===== src/rtl/sort_stream_tx.sv =====
// sort_stream_tx: reads a packet from a dual-port RAM read port and streams it
// to the sort receiver as one sop..eop packet, honouring snk_ready backpressure.
// A 2-entry skid FIFO absorbs the 1-cycle RAM read latency.
// Optional build macro SORT_TX_GAP_EN: hold GAP_CYCLES idle cycles after each
// packet before accepting the next command (default build: single-cycle gap).
module sort_stream_tx #(
    parameter  int DATA_WIDTH = 16,
    parameter  int MAX_LENGTH = 256,
    parameter  int GAP_CYCLES = 4,
    localparam int ADDR_WIDTH = $clog2(MAX_LENGTH)
) (
    input  logic                  snk_clock,
    input  logic                  snk_reset,
    input  logic                  cmd_valid,
    input  logic [ADDR_WIDTH-1:0] cmd_len,
    output logic                  cmd_ready,
    output logic [ADDR_WIDTH-1:0] buf_rdaddress,
    output logic                  buf_rden,
    input  logic [DATA_WIDTH-1:0] buf_q,
    output logic [DATA_WIDTH-1:0] snk_data,
    output logic                  snk_sop,
    output logic                  snk_eop,
    output logic                  snk_valid,
    input  logic                  snk_ready,
    output logic                  tx_done,
    output logic                  cmd_err
);

    typedef enum logic [1:0] {
        ST_IDLE,
        ST_SEND,
        ST_GAP
    } state_t;

    state_t r_state;
    state_t w_nextState;

    logic [ADDR_WIDTH-1:0] r_len;
    logic [ADDR_WIDTH-1:0] r_rdPtr;
    logic [ADDR_WIDTH-1:0] r_txCnt;
    logic                  r_rdDone;
    logic                  r_inflight;
    logic [DATA_WIDTH-1:0] r_fifo [2];
    logic                  r_fifoWr;
    logic                  r_fifoRd;
    logic [1:0]            r_fifoCount;
    logic                  r_txDone;
    logic                  r_cmdErr;

    logic                  w_cmdAccept;
    logic                  w_rden;
    logic                  w_push;
    logic                  w_pop;
    logic                  w_eopXfer;
    logic                  w_gapDone;
    logic [1:0]            w_used;

    // Stream side: FIFO head is the beat on offer; sop/eop come from the beat counter
    assign snk_valid     = (r_fifoCount != 2'd0);
    assign snk_data      = r_fifo[r_fifoRd];
    assign snk_sop       = snk_valid && (r_txCnt == '0);
    assign snk_eop       = snk_valid && (r_txCnt == r_len);
    assign w_pop         = snk_valid && snk_ready;
    assign w_push        = r_inflight;
    assign w_eopXfer     = w_pop && snk_eop;
    assign buf_rden      = w_rden;
    assign buf_rdaddress = r_rdPtr;
    assign tx_done       = r_txDone;
    assign cmd_err       = r_cmdErr;

    // Slots that will be occupied next cycle; a beat leaving this cycle frees its slot
    // immediately so the read pipeline sustains one word per cycle.
    assign w_used = r_fifoCount + {1'b0, r_inflight} - {1'b0, w_pop};

`ifdef SORT_TX_GAP_EN
    localparam int GAP_W = (GAP_CYCLES > 0) ? $clog2(GAP_CYCLES + 1) : 1;
    logic [GAP_W-1:0] r_gapCnt;

    // Gap counter: counts cycles spent in ST_GAP, cleared everywhere else
    always_ff @(posedge snk_clock or posedge snk_reset) begin
        if (snk_reset) begin
            r_gapCnt <= '0;
        end else if (r_state != ST_GAP) begin
            r_gapCnt <= '0;
        end else begin
            r_gapCnt <= r_gapCnt + 1'b1;
        end
    end

    assign w_gapDone = ((int'(r_gapCnt) + 1) >= GAP_CYCLES);
`else
    // Without the gap feature ST_GAP lasts a single cycle regardless of GAP_CYCLES
    assign w_gapDone = (GAP_CYCLES >= 0);
`endif

    // State register
    always_ff @(posedge snk_clock or posedge snk_reset) begin
        if (snk_reset) begin
            r_state <= ST_IDLE;
        end else begin
            r_state <= w_nextState;
        end
    end

    // Next-state logic plus command handshake and read-issue decision
    always_comb begin
        w_nextState = r_state;
        w_cmdAccept = 1'b0;
        w_rden      = 1'b0;
        cmd_ready   = 1'b0;
        case (r_state)
            ST_IDLE: begin
                cmd_ready = 1'b1;
                if (cmd_valid) begin
                    w_cmdAccept = 1'b1;
                    if (cmd_len != '0) begin
                        w_nextState = ST_SEND;
                    end
                end
            end
            ST_SEND: begin
                w_rden = !r_rdDone && (w_used < 2'd2);
                if (w_eopXfer) begin
                    w_nextState = ST_GAP;
                end
            end
            ST_GAP: begin
                if (w_gapDone) begin
                    w_nextState = ST_IDLE;
                end
            end
            default: begin
                w_nextState = ST_IDLE;
            end
        endcase
    end

    // Packet bookkeeping: length latch, read pointer (stops at len), beat counter, pulses
    always_ff @(posedge snk_clock or posedge snk_reset) begin
        if (snk_reset) begin
            r_len      <= '0;
            r_rdPtr    <= '0;
            r_rdDone   <= 1'b0;
            r_txCnt    <= '0;
            r_inflight <= 1'b0;
            r_txDone   <= 1'b0;
            r_cmdErr   <= 1'b0;
        end else begin
            r_inflight <= w_rden;
            r_txDone   <= w_eopXfer;
            r_cmdErr   <= w_cmdAccept && (cmd_len == '0);
            if (w_cmdAccept) begin
                r_len    <= cmd_len;
                r_rdPtr  <= '0;
                r_rdDone <= 1'b0;
                r_txCnt  <= '0;
            end else begin
                if (w_rden) begin
                    if (r_rdPtr == r_len) begin
                        r_rdDone <= 1'b1;
                    end else begin
                        r_rdPtr <= r_rdPtr + 1'b1;
                    end
                end
                if (w_pop) begin
                    r_txCnt <= r_txCnt + 1'b1;
                end
            end
        end
    end

    // Skid FIFO pointers and occupancy; push and pop together leave the count unchanged
    always_ff @(posedge snk_clock or posedge snk_reset) begin
        if (snk_reset) begin
            r_fifoWr    <= 1'b0;
            r_fifoRd    <= 1'b0;
            r_fifoCount <= 2'd0;
        end else begin
            if (w_push) begin
                r_fifoWr <= ~r_fifoWr;
            end
            if (w_pop) begin
                r_fifoRd <= ~r_fifoRd;
            end
            case ({w_push, w_pop})
                2'b10:   r_fifoCount <= r_fifoCount + 2'd1;
                2'b01:   r_fifoCount <= r_fifoCount - 2'd1;
                default: r_fifoCount <= r_fifoCount;
            endcase
        end
    end

    // Skid FIFO storage captures RAM data the cycle after the read strobe
    always_ff @(posedge snk_clock) begin
        if (w_push) begin
            r_fifo[r_fifoWr] <= buf_q;
        end
    end

endmodule


===== config.mk =====
export PLATFORM = sky130hd
export DESIGN_NAME = sort_stream_tx
export DESIGN_NICKNAME = d
export VERILOG_FILES = /design/src/rtl/sort_stream_tx.sv
export SDC_FILE = /design/constraint.sdc
export NUM_CORES = 1
export LEC_CHECK = 0
export CAP_MARGIN = 40
export CORE_ASPECT_RATIO = 0.75
export CORE_UTILIZATION = 55
export CTS_BUF_LIST = sky130_fd_sc_hd__clkbuf_4
export CTS_CLUSTER_DIAMETER = 40
export CTS_CLUSTER_SIZE = 24
export DETAILED_ROUTE_END_ITERATION = 12
export DONT_BUFFER_PORTS = 1
export PLACE_DENSITY = 0.74
export SLEW_MARGIN = 40
export SYNTH_ARGS = -nofsm -noshare
export SYNTH_HDL_FRONTEND = slang
export SYNTH_SLANG_ARGS = --single-unit
export TNS_END_PERCENT = 5

===== constraint.sdc =====
create_clock -name snk_clock -period 3.8 [get_ports snk_clock]
set_input_delay 0.76 -clock snk_clock [delete_from_list [all_inputs] [get_ports snk_clock]]
set_output_delay 0.76 -clock snk_clock [all_outputs]
set_load 0.02 [all_outputs]

# Word level (Yosys, flattened, before mapping)
# Memory sizes are Yosys's and may differ from the RTL's.
# Index checks and enable logic that the tools add are counted.
# Widths: inputs -> output; s select.
[word_totals]
register_bits = 34
mem_bits_rw = 32
wordCells = 68
mem_count = 1
[classes]
n_addsub = 6
magnitude_cmp = 1
eq_ne = 9
mux = 19
bitwise_logic = 2
reduce_logical = 19
[mem_list]
columns = ["name", "words", "width", "rd", "rd_ports_with_merged_regs", "wr", "line_no", "text"]
rows = [
  ["r_fifo", 2, 16, 1, 0, 1, "43", "logic [DATA_WIDTH-1:0] r_fifo [2];"],
]
[ops]
columns = ["operator", "n"]
rows = [
  ["$mux 8", 5],
  ["$add 8x1->8 const B", 2],
  ["$eq 8x8->1", 2],
  ["$logic_not 8->1", 2],
  ["$reduce_bool 2->1", 5],
  ["$mux 1", 9],
  ["$ne 2x2->1 const B", 4],
  ["$pmux 2 s2", 2],
  ["$reduce_bool 8->1", 1],
  ["$logic_and 1x1->1", 6],
  ["$mux 2", 3],
  ["$eq 2x1->1 const B", 2],
  ["$reduce_and 2->1", 2],
  ["$reduce_and 3->1", 1],
  ["$add 2x1->2", 1],
  ["$add 2x1->2 const B", 1],
  ["$eq 2x2->1 const B", 1],
  ["$logic_not 2->1", 1],
  ["$lt 2x2->1 const B", 1],
  ["$not 1->1", 2],
  ["$sub 2x1->2", 1],
  ["$sub 2x1->2 const B", 1],
  ["$logic_not 1->1", 1],
]

# Logic depth before layout (Yosys ltp)
# Gate-level depths: netlist of the first run.
[depth]
word_depth = 8
mapped_depth = 7

# Worst setup path after synthesis of the first run
# Ideal clock, no wire load.
[synth_path]
path_kind = "input port to output port"
from = "input port snk_ready"
to = "output port buf_rden"
t_arrival_ps = 1605
slack_ps = 1435
path_stages = 5
path_cell_list = "and2b_1 -> mux2i_1 -> o21ai_1 -> buf_2 -> inv_1"
[synth_via]
elab_chain_len = 5
[synth_lines]
columns = ["element", "line_no", "text"]
rows = [
  ["from (decl)", "24", "input logic snk_ready,"],
  ["$logic_and 1x1->1", "63", "assign w_pop = snk_valid && snk_ready;"],
  ["$sub 2x1->2", "73", "assign w_used = r_fifoCount + {1'b0, r_inflight} - {1'b0, w_pop};"],
  ["$lt 2x2->1", "122", "w_rden = !r_rdDone && (w_used < 2'd2);"],
  ["$logic_and 1x1->1", "122", ""],
  ["$mux 1", "111", "case (r_state)"],
  ["to (decl)", "18", "output logic buf_rden,"],
]
# No other way between the ends.

# Final worst setup path of the first run
[layout_path]
from = "register r_inflight"
to = "output port buf_rden"
[layout_via]
elab_chain_len = 5
[layout_lines]
columns = ["element", "line_no", "text"]
rows = [
  ["from (decl)", "42", "logic r_inflight;"],
  ["from (signal assigned)", "149", "r_inflight <= w_rden;"],
  ["$add 2x1->2", "73", ""],
  ["$sub 2x1->2", "73", ""],
  ["$lt 2x2->1", "122", ""],
  ["$logic_and 1x1->1", "122", ""],
  ["$mux 1", "111", ""],
]
# No other way between the ends.

==> metrics.yaml, run 1 <==
run_status:
  outcome: "finished clean"
grt:
  grt_pass1_wl_um: 8560
  grt_pass1_vias: 1676
  grt_antenna_before_repair: 0
  gr-total-overflow: 0
  grt_max_degree: 35
  grt_usage_pct: 21.3
power_and_ir_drop:
  power_density_nw_per_um2: 821
  leakage_nw: 1.35
  ir_worst_vdd_uv: 349
floorplan:
  die_width_um: 86.2
  die-area_um2: 5620
  core_um2: 5010
  initial_core_util_pct: 58.4
  dieHeight_um: 65.2
  rows: 22
  boundaryPins: 59
cells_and_area:
  finalNetCount: 275
  drive_above_1_share_pct: 14.5
  fillers: 401
  syn_to_final_growth_pct: 6.71
  diodes: 0
cts:
  htreeDepth: 3
  cts_hold_buf: 0
  clock_sinks: 66
  clk_pin_slew_ns: 0.11
  root_buffer: "clkbuf_4"
  clock_path_buffers: 2
  clkLatencyLatePin_ns: 0.41
  cts_tree: "built"
  postCtsResizedCells: 0
  cts_setup_buffers: 0
  numCtsBuffers: 9
critical_path:
  cp-startpoint: "r_inflight$_DFF_PP0_"
  path_class: "reg2out"
  crit_fanout: 11
  crit_arrival_ns: 2.12
  crit_required_ns: 3.04
  r2r_slack_ns: 1.38
  cp-start-kind: "flip-flop"
  end_kind: "output port"
  regToRegStartpoint: "r_state[0]$_DFFE_PP0P_"
drt:
  drc: 0
  ant_nets: 0
  vias: 1729
  drt_iter0_drc: 111
  first_pass_iters: 4
  routed_wl_um: 5360
  viasPerCell: 5.39
  wire_per_inst_um: 16.7
sta:
  finalSetupViolations: 0
  fmax_ghz: 0.347
  slew_violations: 0
  fin_hold_ws_ns: 0.322
  final.setup.tns_ns: 0
  finClkSkew_ns: 0.0120
  min_period_over_period_pct: 75.8
  hold_viol_final: 0
  relSlewSlack_pct: 50.3
  rsz0062_at_grt: "no"
  worst_pin_slew_ns: 0.745
  min_period_ns: 2.88
yosys:
  synth-main-ff-cell: "dfrtp_1"
  yosys_warnings: 0
  synth_common_cells: "nand2_1, dfrtp_1, edfxtp_1"
  yosysMostFrequentCell: "nand2_1"
  async_reset_ff_share_pct: 51.5
  synthCells: 240
  syn_nets: 271
  postSynthAreaPerCell_um2: 12.2
  netlist_area_um2: 2930
  synth_top_cell_by_area: "edfxtp_1"
  ys_types: 37
  synthTopCellsByArea: "edfxtp_1, dfrtp_1, xor2_1, mux2_2, nand2_1"
  synth_edf_count: 32
  ys_seq_area_share_pct: 61.9
  yosys_register_bits: 66
  yosysTopAreaCellShare_pct: 32.8
placed_design:
  routabilityCongestion: 0.774
  portBuffers: 0
  dpl.hpwl_um: 3800
flow_run:
  drv_cap: 0
hold_path:
  hp-class: "in2async"
## registers in the layout, indices dropped and copies added, names as in the netlist
register       count
r_rdDone           1
tx_done            1
r_txCnt            8
r_fifoWr           1
cmd_err            1
buf_rdaddress      8
r_fifo            32
r_state            2
r_fifoRd           1
r_inflight         1
r_len              8
r_fifoCount        2
## report_power, final
group	total, W	switching [W]	internal, W
Combinational	0.000834	0.000522	0.000311
Clock	0.000451	0.000232	0.000219
Sequential	0.00128	0.000262	0.00102
## placed cells by master, fill, tap and decap left out, drive strengths merged, types with 3 or more instances in the layout
master / count
xnor2: 4
nand2: 38
inv: 6
a21oi: 7
nand3: 5
clkbuf: 12
and3: 5
o21ai: 3
and2: 3
o31ai: 4
nor2: 17
edfxtp: 32
ha: 3
clkinv: 3
mux2i: 5
dfrtp: 34
nor4: 6
nand4: 4
xor2: 22
mux2: 16
## worst paths after layout
| check | to | cells past startpoint |
|---|---|---|
| setup / recovery | buf_rden | 4 |
| max in group asynchronous | r_txCnt[6]$_DFFE_PP0P_ | 2 |
| setup reg to reg | buf_rdaddress[6]$_DFFE_PP0P_ | 5 |
| hold reg to reg | r_state[0]$_DFFE_PP0P_ | 1 |
| min in group snk_clock | r_fifo[0][5]$_DFFE_PP_ | 0 |
| hold / removal | r_fifoWr$_DFFE_PP0P_ | 2 |
## area by class of cell
type	instances	area (µm²)	area share, %
inverters	6	22.5	0.721
flip-flops and latches	66	1810	58.0
multi-input cells	159	1050	33.6
repair buffers	2	15.0	0.481
clock inverters	4	43.8	1.40
well taps	72	90.1	2.88
clock buffers	12	90.1	2.88
## critical path, cell delays in order (launching register included)
cell     delay (ns)
dfrtp_1        0.46
and2b_1        0.21
mux2i_1        0.16
o21ai_1        0.58
inv_1          0.31
## per-stage QoR
step                      instance area [µm²]  setup WS, ns  util [%]  cells  power (W)
final                                    3120         0.920      62.3    321    0.00256
after global placement                   2990          1.19      59.7    305    0.00210
after global routing                     3120         0.823      62.3    321    0.00273
after CTS                                3120         0.916      62.3    321    0.00259
after detailed placement                 2990          1.08      59.7    305    0.00214
after floorplan                          2930          1.43         -    240    0.00195
## logic make-up (layout without fill, tap and decap cells)
group | Yosys count | after routing | share of synthesized area [%]
AO/OA/AOI/OAI | 17 | 17 | 3.72
XOR/XNOR | 26 | 26 | 7.78
adder cells (fa/ha/maj) | 3 | 3 | 1.28
buffers and inverters | 15 | 24 | 2.22
flip-flops | 66 | 66 | 61.9
multiplexers | 21 | 21 | 7.87
AND/OR/NAND/NOR | 92 | 92 | 15.2
## routing by layer
metal,global-route usage (%),part of all wire [%],vias to the layer above
met4,8.75,1.1,0
met5,0,0,-
met2,31.0,47,38
li1,-,-,845
met3,8.54,6.5,9
met1,28.7,45,837
No activity file was read; power rests on OpenSTA's default activity.
==> run 2, diff against run 1 <==
--- a/config.mk
+++ b/config.mk
@@ -13,7 +13,7 @@
 export CTS_CLUSTER_SIZE = 24
 export DETAILED_ROUTE_END_ITERATION = 12
 export DONT_BUFFER_PORTS = 1
-export PLACE_DENSITY = 0.74
+export PLACE_DENSITY = 0.77
 export SLEW_MARGIN = 40
 export SYNTH_ARGS = -nofsm -noshare
 export SYNTH_HDL_FRONTEND = slang
==> constraint.sdc (replaced) <==
create_clock -name snk_clock -period 2.5 [get_ports snk_clock]
set_input_delay 0.5 -clock snk_clock [delete_from_list [all_inputs] [get_ports snk_clock]]
set_output_delay 0.5 -clock snk_clock [all_outputs]
set_load 0.02 [all_outputs]
==> run 2 against run 1 <==
Net effect:
- worst hold slack lost 0.26 ns
- highest routed layer unchanged
- global-route usage shrank 0.13 points
- clock power rose by 120%
- utilization up 2.7 points
- sequential share of layout area decreased by 2.4 points
- wire length decreased by 0.11%
- cell area is 4.3% higher
- via count increased by 4.5%
- cell count increased by 2.5%
- combinational power rose by 68%
- non-clock buffer count up 8
- critical path depth down 1
==> metrics.yaml, run 2 (synthesis results as in run 1) <==
drt:
  ant_nets: 0
  drc: 0
  wire_per_inst_um: 16.3
  viasPerCell: 5.49
  routed_wl_um: 5350
  first_pass_iters: 4
  drt_iter0_drc: 118
  vias: 1806
cts:
  cts_hold_buf: 0
  numCtsBuffers: 9
  root_buffer: "clkbuf_4"
  clkLatencyLatePin_ns: 0.40
  htreeDepth: 3
  cts_tree: "built"
  clock_path_buffers: 2
  postCtsResizedCells: 0
  clk_pin_slew_ns: 0.11
  clock_sinks: 66
  cts_setup_buffers: 0
sta:
  min_period_ns: 2.28
  rsz0062_at_grt: "no"
  hold_viol_final: 0
  slew_violations: 0
  finalSetupViolations: 0
  min_period_over_period_pct: 91.4
  final.setup.tns_ns: 0
  relSlewSlack_pct: 49.9
  fmax_ghz: 0.438
  worst_pin_slew_ns: 0.752
  finClkSkew_ns: 0.0109
critical_path:
  reg2reg_to: "buf_rdaddress[6]$_DFFE_PP0P_"
  path_class: "reg2out"
  end_kind: "output port"
  r2r_slack_ns: 0.54
  reg2regPathDepth: 6
  cp_cell_sequence: "xor2_1 -> nor4_1 -> and3_1"
  critical_path.max_stage_delay_ns: 0.45
  regToRegStartpoint: "r_inflight$_DFF_PP0_"
  cp-start-kind: "flip-flop"
  crit_arrival_ns: 1.78
  crit_required_ns: 2.00
  crit_fanout: 3
  slowest_stage: "dfrtp_1"
placed_design:
  routabilityCongestion: 0.886
  dpl.hpwl_um: 3770
  portBuffers: 0
power_and_ir_drop:
  power_density_nw_per_um2: 1310
  leakage_nw: 1.41
  pwr-share-seq_pct: 44.2
  switching_share_pct: 37.2
  power_w: 0.00428
  p_clk_share_pct: 23.0
  combinationalPowerShare_pct: 32.8
  ir_worst_vdd_uv: 598
  p_switching_w: 0.00159
  p_int_w: 0.00269
floorplan:
  boundaryPins: 59
  rows: 22
  dieHeight_um: 65.2
  core_um2: 5010
  die-area_um2: 5620
  die_width_um: 86.2
  initial_core_util_pct: 58.4
cells_and_area:
  seq_area_um2: 1810
  final_common_cell: "nand2_1"
  fillers: 384
  finalNetCount: 283
  largest_reg_flops: 32
  regMostFlops: "r_fifo"
  syn_to_final_growth_pct: 11.3
  mostFrequentLayoutCells: "nand2_1, dfrtp_1, edfxtp_1"
  multi_input_comb_area_um2: 1050
  drive_above_1_share_pct: 17.1
  diodes: 0
grt:
  grt_max_degree: 35
  grt_pass1_wl_um: 8540
  busiest_layer: "met2"
  grt_antenna_before_repair: 0
  grt_use_met2_pct: 30.2
  met1_usage_pct: 29.2
  grt_pass1_vias: 1707
  grtUsageMet3_pct: 7.79
  gr-total-overflow: 0
  grt_usage_pct: 21.2
hold_path:
  hp-class: "in2async"
run_status:
  outcome: "finished clean"
flow_run:
  drv_cap: 0
[run 2: cell count changes in the layout (fill, tap and decap cells not counted), sizes merged]
cell,previous run,this run
buf,2,10
clkbuf,12,9
clkinvlp,0,1
clkinv,3,1
bufinv,1,4
inv,6,7
[run 2: worst max path at each step]
stage / from / endpoint / depth (start not counted)
floorplan: r_state[0]$_DFFE_PP0P_ / buf_rdaddress[6]$_DFFE_PP0P_ / 6
global placement: snk_ready / buf_rdaddress[6]$_DFFE_PP0P_ / 6
detailed placement: snk_ready / buf_rdaddress[6]$_DFFE_PP0P_ / 6
CTS: r_txCnt[5]$_DFFE_PP0P_ / snk_eop / 3
global route: r_txCnt[5]$_DFFE_PP0P_ / snk_eop / 3
finish: r_len[5]$_DFFE_PP0P_ / snk_eop / 3
[run 2: power by group through the flow]
stage               logic, W  clock network (W)  registers [W]
floorplan            0.00115                  0        0.00181
global placement     0.00137                  0        0.00190
detailed placement   0.00140                  0        0.00191
CTS                  0.00142           0.000998        0.00189
global route         0.00155            0.00105        0.00194
finish               0.00140           0.000982        0.00189
[run 2: area by class of cell]
| type | instances | share of cell area [%] |
|---|---|---|
| inverters | 6 | 0.692 |
| clock buffers | 9 | 2.07 |
| well taps | 72 | 2.77 |
| repair buffers | 10 | 2.31 |
| multi-input cells | 159 | 32.2 |
| flip-flops and latches | 66 | 55.6 |
| clock inverters | 7 | 4.30 |
[run 2: metal layers]
layer	wire length [µm]	part of all wire [%]	vias to the layer above
met2	2420	45	47
li1	-	-	865
met5	0	0	-
met4	77	1.4	0
met3	349	6.5	12
met1	2500	47	882
[run 2: through the flow]
step                      util [%]  std cells  hold WS (ns)  area (µm²)  worst slack, ns
after detailed placement      60.9        313         0.437        3050            0.554
after CTS                     65.0        329        0.0555        3260            0.203
final                         65.0        329        0.0654        3260            0.216
after global placement        60.9        313         0.441        3050            0.601
after floorplan                  -        240         0.413        2930            0.539
after global routing          65.0        329         0.103        3260            0.110
[run 2: worst max-delay path, delay by kind of cell, from the launching register on]
family,cells,cell delay [ns]
AND/OR/NAND/NOR,2,0.77
flip-flops,1,0.45
XOR/XNOR,1,0.16
